**config.mk**
```make
export PLATFORM = sky130hd
export DESIGN_NAME = fetch_pc_gen_flat
export DESIGN_NICKNAME = d
export VERILOG_FILES = /design/src/rtl/fetch_pkg.sv /design/src/rtl/fetch_pc_gen_if.sv /design/src/rtl/fetch_f1_hold.sv /design/src/rtl/fetch_pc_gen.sv /design/src/flat_wrapper.sv
export SDC_FILE = /design/constraint.sdc
export NUM_CORES = 1
export LEC_CHECK = 0
export ABC_AREA = 1
export CAP_MARGIN = 20
export CORE_ASPECT_RATIO = 1.2
export CORE_MARGIN = 5
export CORE_UTILIZATION = 49
export DETAILED_ROUTE_END_ITERATION = 8
export PLACE_DENSITY = 0.86
export SYNTH_ARGS = -nofsm -noshare
export SYNTH_HDL_FRONTEND = slang
export SYNTH_SLANG_ARGS = --single-unit
```
**constraint.sdc**
```tcl
create_clock -name clk -period 9.66 [get_ports clk]
set_clock_uncertainty 0.2 [all_clocks]
set_input_delay 1.932 -clock clk [delete_from_list [all_inputs] [get_ports clk]]
set_output_delay 1.932 -clock clk [all_outputs]
set_load 0.01 [all_outputs]
```
**src/rtl/fetch_pkg.sv**
```systemverilog
// fetch_pkg: BTB/PHT state encoding and fetch defaults shared by the fetch blocks
package fetch_pkg;
  typedef enum logic [1:0] {
    BTB_STATE_WEAK_TAKEN       = 2'b00,
    BTB_STATE_STRONG_TAKEN     = 2'b01,
    BTB_STATE_WEAK_NOT_TAKEN   = 2'b10,
    BTB_STATE_STRONG_NOT_TAKEN = 2'b11
  } btb_state_e;
  localparam logic [31:0] RESET_PC_DEFAULT = 32'hBFC0_0000;
  localparam int GHR_WIDTH_DEFAULT = 8;
  function automatic logic [31:0] word_align(input logic [31:0] a);
    return {a[31:2], 2'b00};
  endfunction
endpackage

```
**src/rtl/fetch_pc_gen_if.sv**
```systemverilog
// fetch_pc_gen_if: F1 fetch handshake toward the I-cache request stage
interface fetch_pc_gen_if;
  logic        fetch_valid;
  logic        fetch_ready;
  logic [31:0] fetch_pc;
  logic [1:0]  fetch_pattern;
  logic        fetch_pred_taken;
  logic [31:0] fetch_pred_target;
  modport master (output fetch_valid, fetch_pc, fetch_pattern, fetch_pred_taken, fetch_pred_target, input fetch_ready);
  modport slave (input fetch_valid, fetch_pc, fetch_pattern, fetch_pred_taken, fetch_pred_target, output fetch_ready);
endinterface

```
**src/rtl/fetch_f1_hold.sv**
```systemverilog
// fetch_f1_hold: F1 pc/valid/fresh state plus prediction hold registers and source mux
module fetch_f1_hold import fetch_pkg::*; (
  input  logic        clk,
  input  logic        reset,
  input  logic [31:0] pc_f0,
  input  logic        redirect_en,
  input  logic [1:0]  bp_pattern,
  input  logic        bp_taken,
  input  logic        bp_target_valid,
  input  logic [31:0] bp_target,
  input  logic        fetch_ready,
  output logic        advance,
  output logic        pred_redir,
  output logic        f1_valid,
  output logic [31:0] pc_f1,
  output logic [1:0]  pattern,
  output logic        pred_taken,
  output logic [31:0] pred_target
);
  logic        f1_fresh, live_taken, hold_taken;
  btb_state_e  hold_pat;
  logic [31:0] hold_target;
  assign live_taken = bp_taken && bp_target_valid;
  assign advance    = !f1_valid || fetch_ready;
  assign pred_redir = f1_valid && f1_fresh && live_taken;
  always_ff @(posedge clk or posedge reset)
    if (reset) begin
      pc_f1       <= '0;
      f1_valid    <= 1'b0;
      f1_fresh    <= 1'b0;
      hold_pat    <= BTB_STATE_WEAK_TAKEN;
      hold_taken  <= 1'b0;
      hold_target <= '0;
    end else begin
      // a stalled F1 is always valid, so only a flush or a squashing advance clears it
      f1_valid <= !redirect_en && !(pred_redir && advance);
      f1_fresh <= !redirect_en && !pred_redir && advance;
      if (!redirect_en && !pred_redir && advance) pc_f1 <= pc_f0;
      if (f1_fresh) begin
        hold_pat    <= btb_state_e'(bp_pattern);
        hold_taken  <= live_taken;
        hold_target <= bp_target;
      end
    end
  always_comb begin
    pattern     = f1_fresh ? bp_pattern : hold_pat;
    pred_taken  = f1_fresh ? live_taken : hold_taken;
    pred_target = f1_fresh ? bp_target : hold_target;
  end
endmodule

```
**src/rtl/fetch_pc_gen.sv**
```systemverilog
// fetch_pc_gen: next-PC mux, GHR register and F0/F1 fetch pipeline ahead of the I-cache
module fetch_pc_gen import fetch_pkg::*; #(
  parameter logic [31:0] RESET_PC  = RESET_PC_DEFAULT,
  parameter int          GHR_WIDTH = GHR_WIDTH_DEFAULT
) (
  input  logic                 clk,
  input  logic                 reset,
  output logic [31:0]          bpu_pc,
  input  logic [1:0]           bp_pattern,
  input  logic                 bp_taken,
  input  logic                 bp_target_valid,
  input  logic [31:0]          bp_target,
  output logic [GHR_WIDTH-1:0] GHR_rdata,
  input  logic                 GHR_wen,
  input  logic [GHR_WIDTH-1:0] GHR_wdata,
  input  logic                 redirect_en,
  input  logic [31:0]          redirect_pc,
  input  logic [GHR_WIDTH-1:0] redirect_ghr,
  fetch_pc_gen_if.master       fetch
);
  logic [31:0]          pc_f0, pc_next;
  logic [GHR_WIDTH-1:0] ghr, ghr_next;
  logic                 advance, pred_redir;
  fetch_f1_hold u_f1 (
    .clk, .reset, .pc_f0, .redirect_en,
    .bp_pattern, .bp_taken, .bp_target_valid, .bp_target,
    .fetch_ready (fetch.fetch_ready),
    .advance, .pred_redir,
    .f1_valid    (fetch.fetch_valid),
    .pc_f1       (fetch.fetch_pc),
    .pattern     (fetch.fetch_pattern),
    .pred_taken  (fetch.fetch_pred_taken),
    .pred_target (fetch.fetch_pred_target)
  );
  always_comb begin
    pc_next  = redirect_en ? word_align(redirect_pc) : pred_redir ? word_align(bp_target) : advance ? pc_f0 + 32'd4 : pc_f0;
    ghr_next = redirect_en ? redirect_ghr : GHR_wen ? GHR_wdata : ghr;
  end
  always_ff @(posedge clk or posedge reset)
    if (reset) begin
      pc_f0 <= RESET_PC;
      ghr   <= '0;
    end else begin
      pc_f0 <= pc_next;
      ghr   <= ghr_next;
    end
  assign bpu_pc    = pc_f0;
  assign GHR_rdata = ghr;
endmodule

```
**src/flat_wrapper.sv**
```systemverilog
// flat-port wrapper written by rule: the top's interface ports become plain ports
module fetch_pc_gen_flat import fetch_pkg::*;
#(
  parameter logic [31:0] RESET_PC  = RESET_PC_DEFAULT,
  parameter int          GHR_WIDTH = GHR_WIDTH_DEFAULT
)
  (clk, reset, bpu_pc, bp_pattern, bp_taken, bp_target_valid, bp_target, GHR_rdata, GHR_wen, GHR_wdata, redirect_en, redirect_pc, redirect_ghr, fetch_fetch_valid, fetch_fetch_pc, fetch_fetch_pattern, fetch_fetch_pred_taken, fetch_fetch_pred_target, fetch_fetch_ready);
  fetch_pc_gen_if fetch_i ();
  input  logic clk;
  input  logic reset;
  output logic [31:0] bpu_pc;
  input  logic [1:0] bp_pattern;
  input  logic bp_taken;
  input  logic bp_target_valid;
  input  logic [31:0] bp_target;
  output logic [GHR_WIDTH-1:0] GHR_rdata;
  input  logic GHR_wen;
  input  logic [GHR_WIDTH-1:0] GHR_wdata;
  input  logic redirect_en;
  input  logic [31:0] redirect_pc;
  input  logic [GHR_WIDTH-1:0] redirect_ghr;
  output wire logic [$bits(fetch_i.fetch_valid)-1:0] fetch_fetch_valid;
  output wire logic [$bits(fetch_i.fetch_pc)-1:0] fetch_fetch_pc;
  output wire logic [$bits(fetch_i.fetch_pattern)-1:0] fetch_fetch_pattern;
  output wire logic [$bits(fetch_i.fetch_pred_taken)-1:0] fetch_fetch_pred_taken;
  output wire logic [$bits(fetch_i.fetch_pred_target)-1:0] fetch_fetch_pred_target;
  input wire logic [$bits(fetch_i.fetch_ready)-1:0] fetch_fetch_ready;
  assign fetch_fetch_valid = fetch_i.fetch_valid;
  assign fetch_fetch_pc = fetch_i.fetch_pc;
  assign fetch_fetch_pattern = fetch_i.fetch_pattern;
  assign fetch_fetch_pred_taken = fetch_i.fetch_pred_taken;
  assign fetch_fetch_pred_target = fetch_i.fetch_pred_target;
  assign fetch_i.fetch_ready = fetch_fetch_ready;
  fetch_pc_gen #(.RESET_PC(RESET_PC), .GHR_WIDTH(GHR_WIDTH)) u_core (.clk(clk), .reset(reset), .bpu_pc(bpu_pc), .bp_pattern(bp_pattern), .bp_taken(bp_taken), .bp_target_valid(bp_target_valid), .bp_target(bp_target), .GHR_rdata(GHR_rdata), .GHR_wen(GHR_wen), .GHR_wdata(GHR_wdata), .redirect_en(redirect_en), .redirect_pc(redirect_pc), .redirect_ghr(redirect_ghr), .fetch(fetch_i));
endmodule
```
==> metrics.yaml <==
outcome: "finished clean"
numCtsBuffers: 9
finalWorstPathRequiredPeriod_ns: 5.409
critPathKind: "input port to primary output"
clock_sinks: 105
fin_cells: 1039
required_ns: 7.53
p_leak_nw: 3.565
p_per_area_nw_per_um2: 168.6
slowest_delay_ns: 0.60
syn_area_um2: 5575
ys_types: 31
layout.nets: 971
clk_latency_ns: 0.35
layout_commonest_cell: "nand2_1"
postPlaceCellArea_um2: 7493
clockBufferDepth: 2
cp-end-kind: "primary output"
grt_antenna_before_repair: 0
final_core_util: 0.7039
root_buffer: "clkbuf_16"
placement.io_buffers: 190
ys_warn_count: 0
muxShareOfSynthArea: 0.05655
cap_violations: 0
use_met3: 0.06352
h-tree-depth: 3
final_cell_mix: "241 x nand2_1, 190 x clkdlybuf4s50_1, 96 x dfrtp_1, 63 x inv_1"
vias: 5236
fp.dieW_um: 107.4
synth-simple-area-share: 0.2756
r2r-end: "u_core.bpu_pc[4]"
dp_cells: 1023
die_h_um: 126.9
use_met2: 0.3956
track_usage: 0.2484
drc: 0
hp-class: "register to register"
dr.pass1.iters: 5
hold_buffers: 0
worstMarginPinSlew_ns: 0.9985
io_pins: 197
hold_end: "u_core.u_f1.pc_f1[7]"
seq_area_frac_synth: 0.4733
busiest_layer: "met2"
fmax_ghz: 0.1849
critical_path.max_fanout: 2
period_share: 0.5599
ys_seq_elements: 105
worstHoldStart: "u_core.u_f1.pc_f1[7]"
final-hold-violation-count: 0
initial_core_util: 0.5028
drt_iter0_drc: 413
peakVddDrop_mv: 0.09278
slew_viol_final: 0
die_area_um2: 13620
diodes: 0
globalplace.congestion: 0.8914
synth-xor-area-share: 0.003142
finalSetupViolCount: 0
cts_tree: "done"
holdWs_ns: 0.2732
postCtsSetupBuffers: 0
cpMaxStageDelayCell: "clkdlybuf4s50_1"
rows: 42
synth_compound_area_frac: 0.1046
post_cts_resized: 0
min_path_cells: 2
grt_remaining_overflow: 0
viasPerCell: 5.039
reg2reg_depth: 8
cp_common_cell: "clkdlybuf4s50_1"
crit_chain: "clkdlybuf4s50_1 -> nand3_2 -> o21ai_0 -> clkdlybuf4s50_1"
grt_pass1_wl_um: 26410
grt_max_degree: 72
syn_inst: 707
cp.arrival_ns: 3.28
avgSynthCellArea_um2: 7.886
grt_pass1_vias: 5089
ant_nets: 0
design_area_um2: 7805
routedWlPerCell_um: 15.96
rsz0062_at_grt: "no"
clk_pin_slew_ns: 0.07
dp_hpwl_um: 12420
tns_ns: 0
coreArea_um2: 11090
area_growth_pct: 39.99
drive_above_1_share: 0.1040
drt_wl_total_um: 16580
r2r_start: "u_core.u_f1.f1_fresh"
relSlewSlack: 0.3336
synth_fa_ha_area_frac: 0.002244
grt_use_met1: 0.3196
synth_top_family_by_area: "simple AND/OR/NAND/NOR gates"
startpoint_type: "input port"
ff2ff_setup_slack_ns: 6.59
==> metrics by stage <==
step,power [W],worst slack (ns)
after floorplan,0.0007403,4.782
after global placement,0.0009392,4.282
after detailed placement,0.0009491,4.252
after CTS,0.001323,4.241
after global routing,0.001382,4.162
final,0.001316,4.251
==> critical path: cells and delay by family <==
family	cells	cell delay [ns]
and+or+nand+nor	1	0.11
AOI/OAI and AO/OA	1	0.15
buffers and inverters	2	1.09
==> area by class of cell <==
cell class,count,area (um^2)
Clock buffer,12,256.5
Clock inverter,3,40.04
Fill cell,861,3283
Inverter,68,257.7
Multi-Input combinational cell,503,2480
Sequential cell,105,2639
Tap cell,154,192.7
Timing Repair Buffer,194,1939
==> cell families after synthesis <==
logic type | count (synthesis)
compound gates | 106
xor+xnor | 2
fa+ha+maj | 1
buf+inv | 102
flops | 105
mux | 28
other cells | 1
simple gates | 362
==> per-layer routing <==
metal / wire, um / vias up
met5: 0 / -
met3: 1292 / 45
met2: 7887 / 238
li1: - / 2584
met4: 662 / 0
met1: 6740 / 2369
==> registers in the layout, indices dropped and copies added (netlist names) <==
register	count
u_core.u_f1.pc_f1	30
u_core.GHR_rdata	8
u_core.bpu_pc	30
u_core.u_f1.hold_target	32
u_core.u_f1.hold_taken	1
u_core.u_f1.f1_valid	1
u_core.u_f1.hold_pat	2
u_core.u_f1.f1_fresh	1
==> worst max path at each step <==
stage	to	startpoint	cells past startpoint
finish	fetch_fetch_pred_taken	bp_target_valid	4
floorplan	u_core.GHR_rdata[0]	reset	1
global route	fetch_fetch_pred_taken	bp_target_valid	4
CTS	fetch_fetch_pred_taken	bp_target_valid	4
detailed placement	fetch_fetch_pred_taken	bp_target_valid	4
global placement	fetch_fetch_pred_taken	bp_target_valid	4
==> power breakdown <==
| part | total [W] | switching [W] | internal, W | leakage, nW |
|---|---|---|---|---|
| logic | 0.000385 | 0.000184 | 0.000201 | 2.19 |
| registers | 0.000557 | 0.0000501 | 0.000507 | 1.23 |
| clock network | 0.000373 | 0.000160 | 0.000213 | 0.148 |
| total | 0.00132 | 0.000395 | 0.000921 | 3.56 |
==> synth_stat cells <==
cell	count	area share
a21oi_1	30	0.027
a31oi_1	1	0.0011
and2_1	1	0.0011
buf_2	11	0.0099
buf_4	7	0.0094
buf_6	6	0.012
clkbuf_1	10	0.0067
conb_1	1	0.00067
dfrtp_1	96	0.43
dfstp_2	9	0.042
ha_1	1	0.0022
inv_1	64	0.043
inv_2	4	0.0027
mux2_2	28	0.057
nand2_1	241	0.16
nand2_2	1	0.0011
nand2_4	1	0.0020
nand3_1	48	0.043
nand3_2	1	0.0018
nand3b_1	1	0.0013
nand4_1	1	0.0011
nor2_1	48	0.032
nor2_2	5	0.0056
nor2_4	9	0.018
o211ai_1	3	0.0040
o21ai_0	47	0.042
o21ai_1	10	0.0090
o21ai_2	10	0.016
o22ai_1	5	0.0056
or2_2	5	0.0056
xor2_1	2	0.0031
Power figures use the tool's default switching activity.
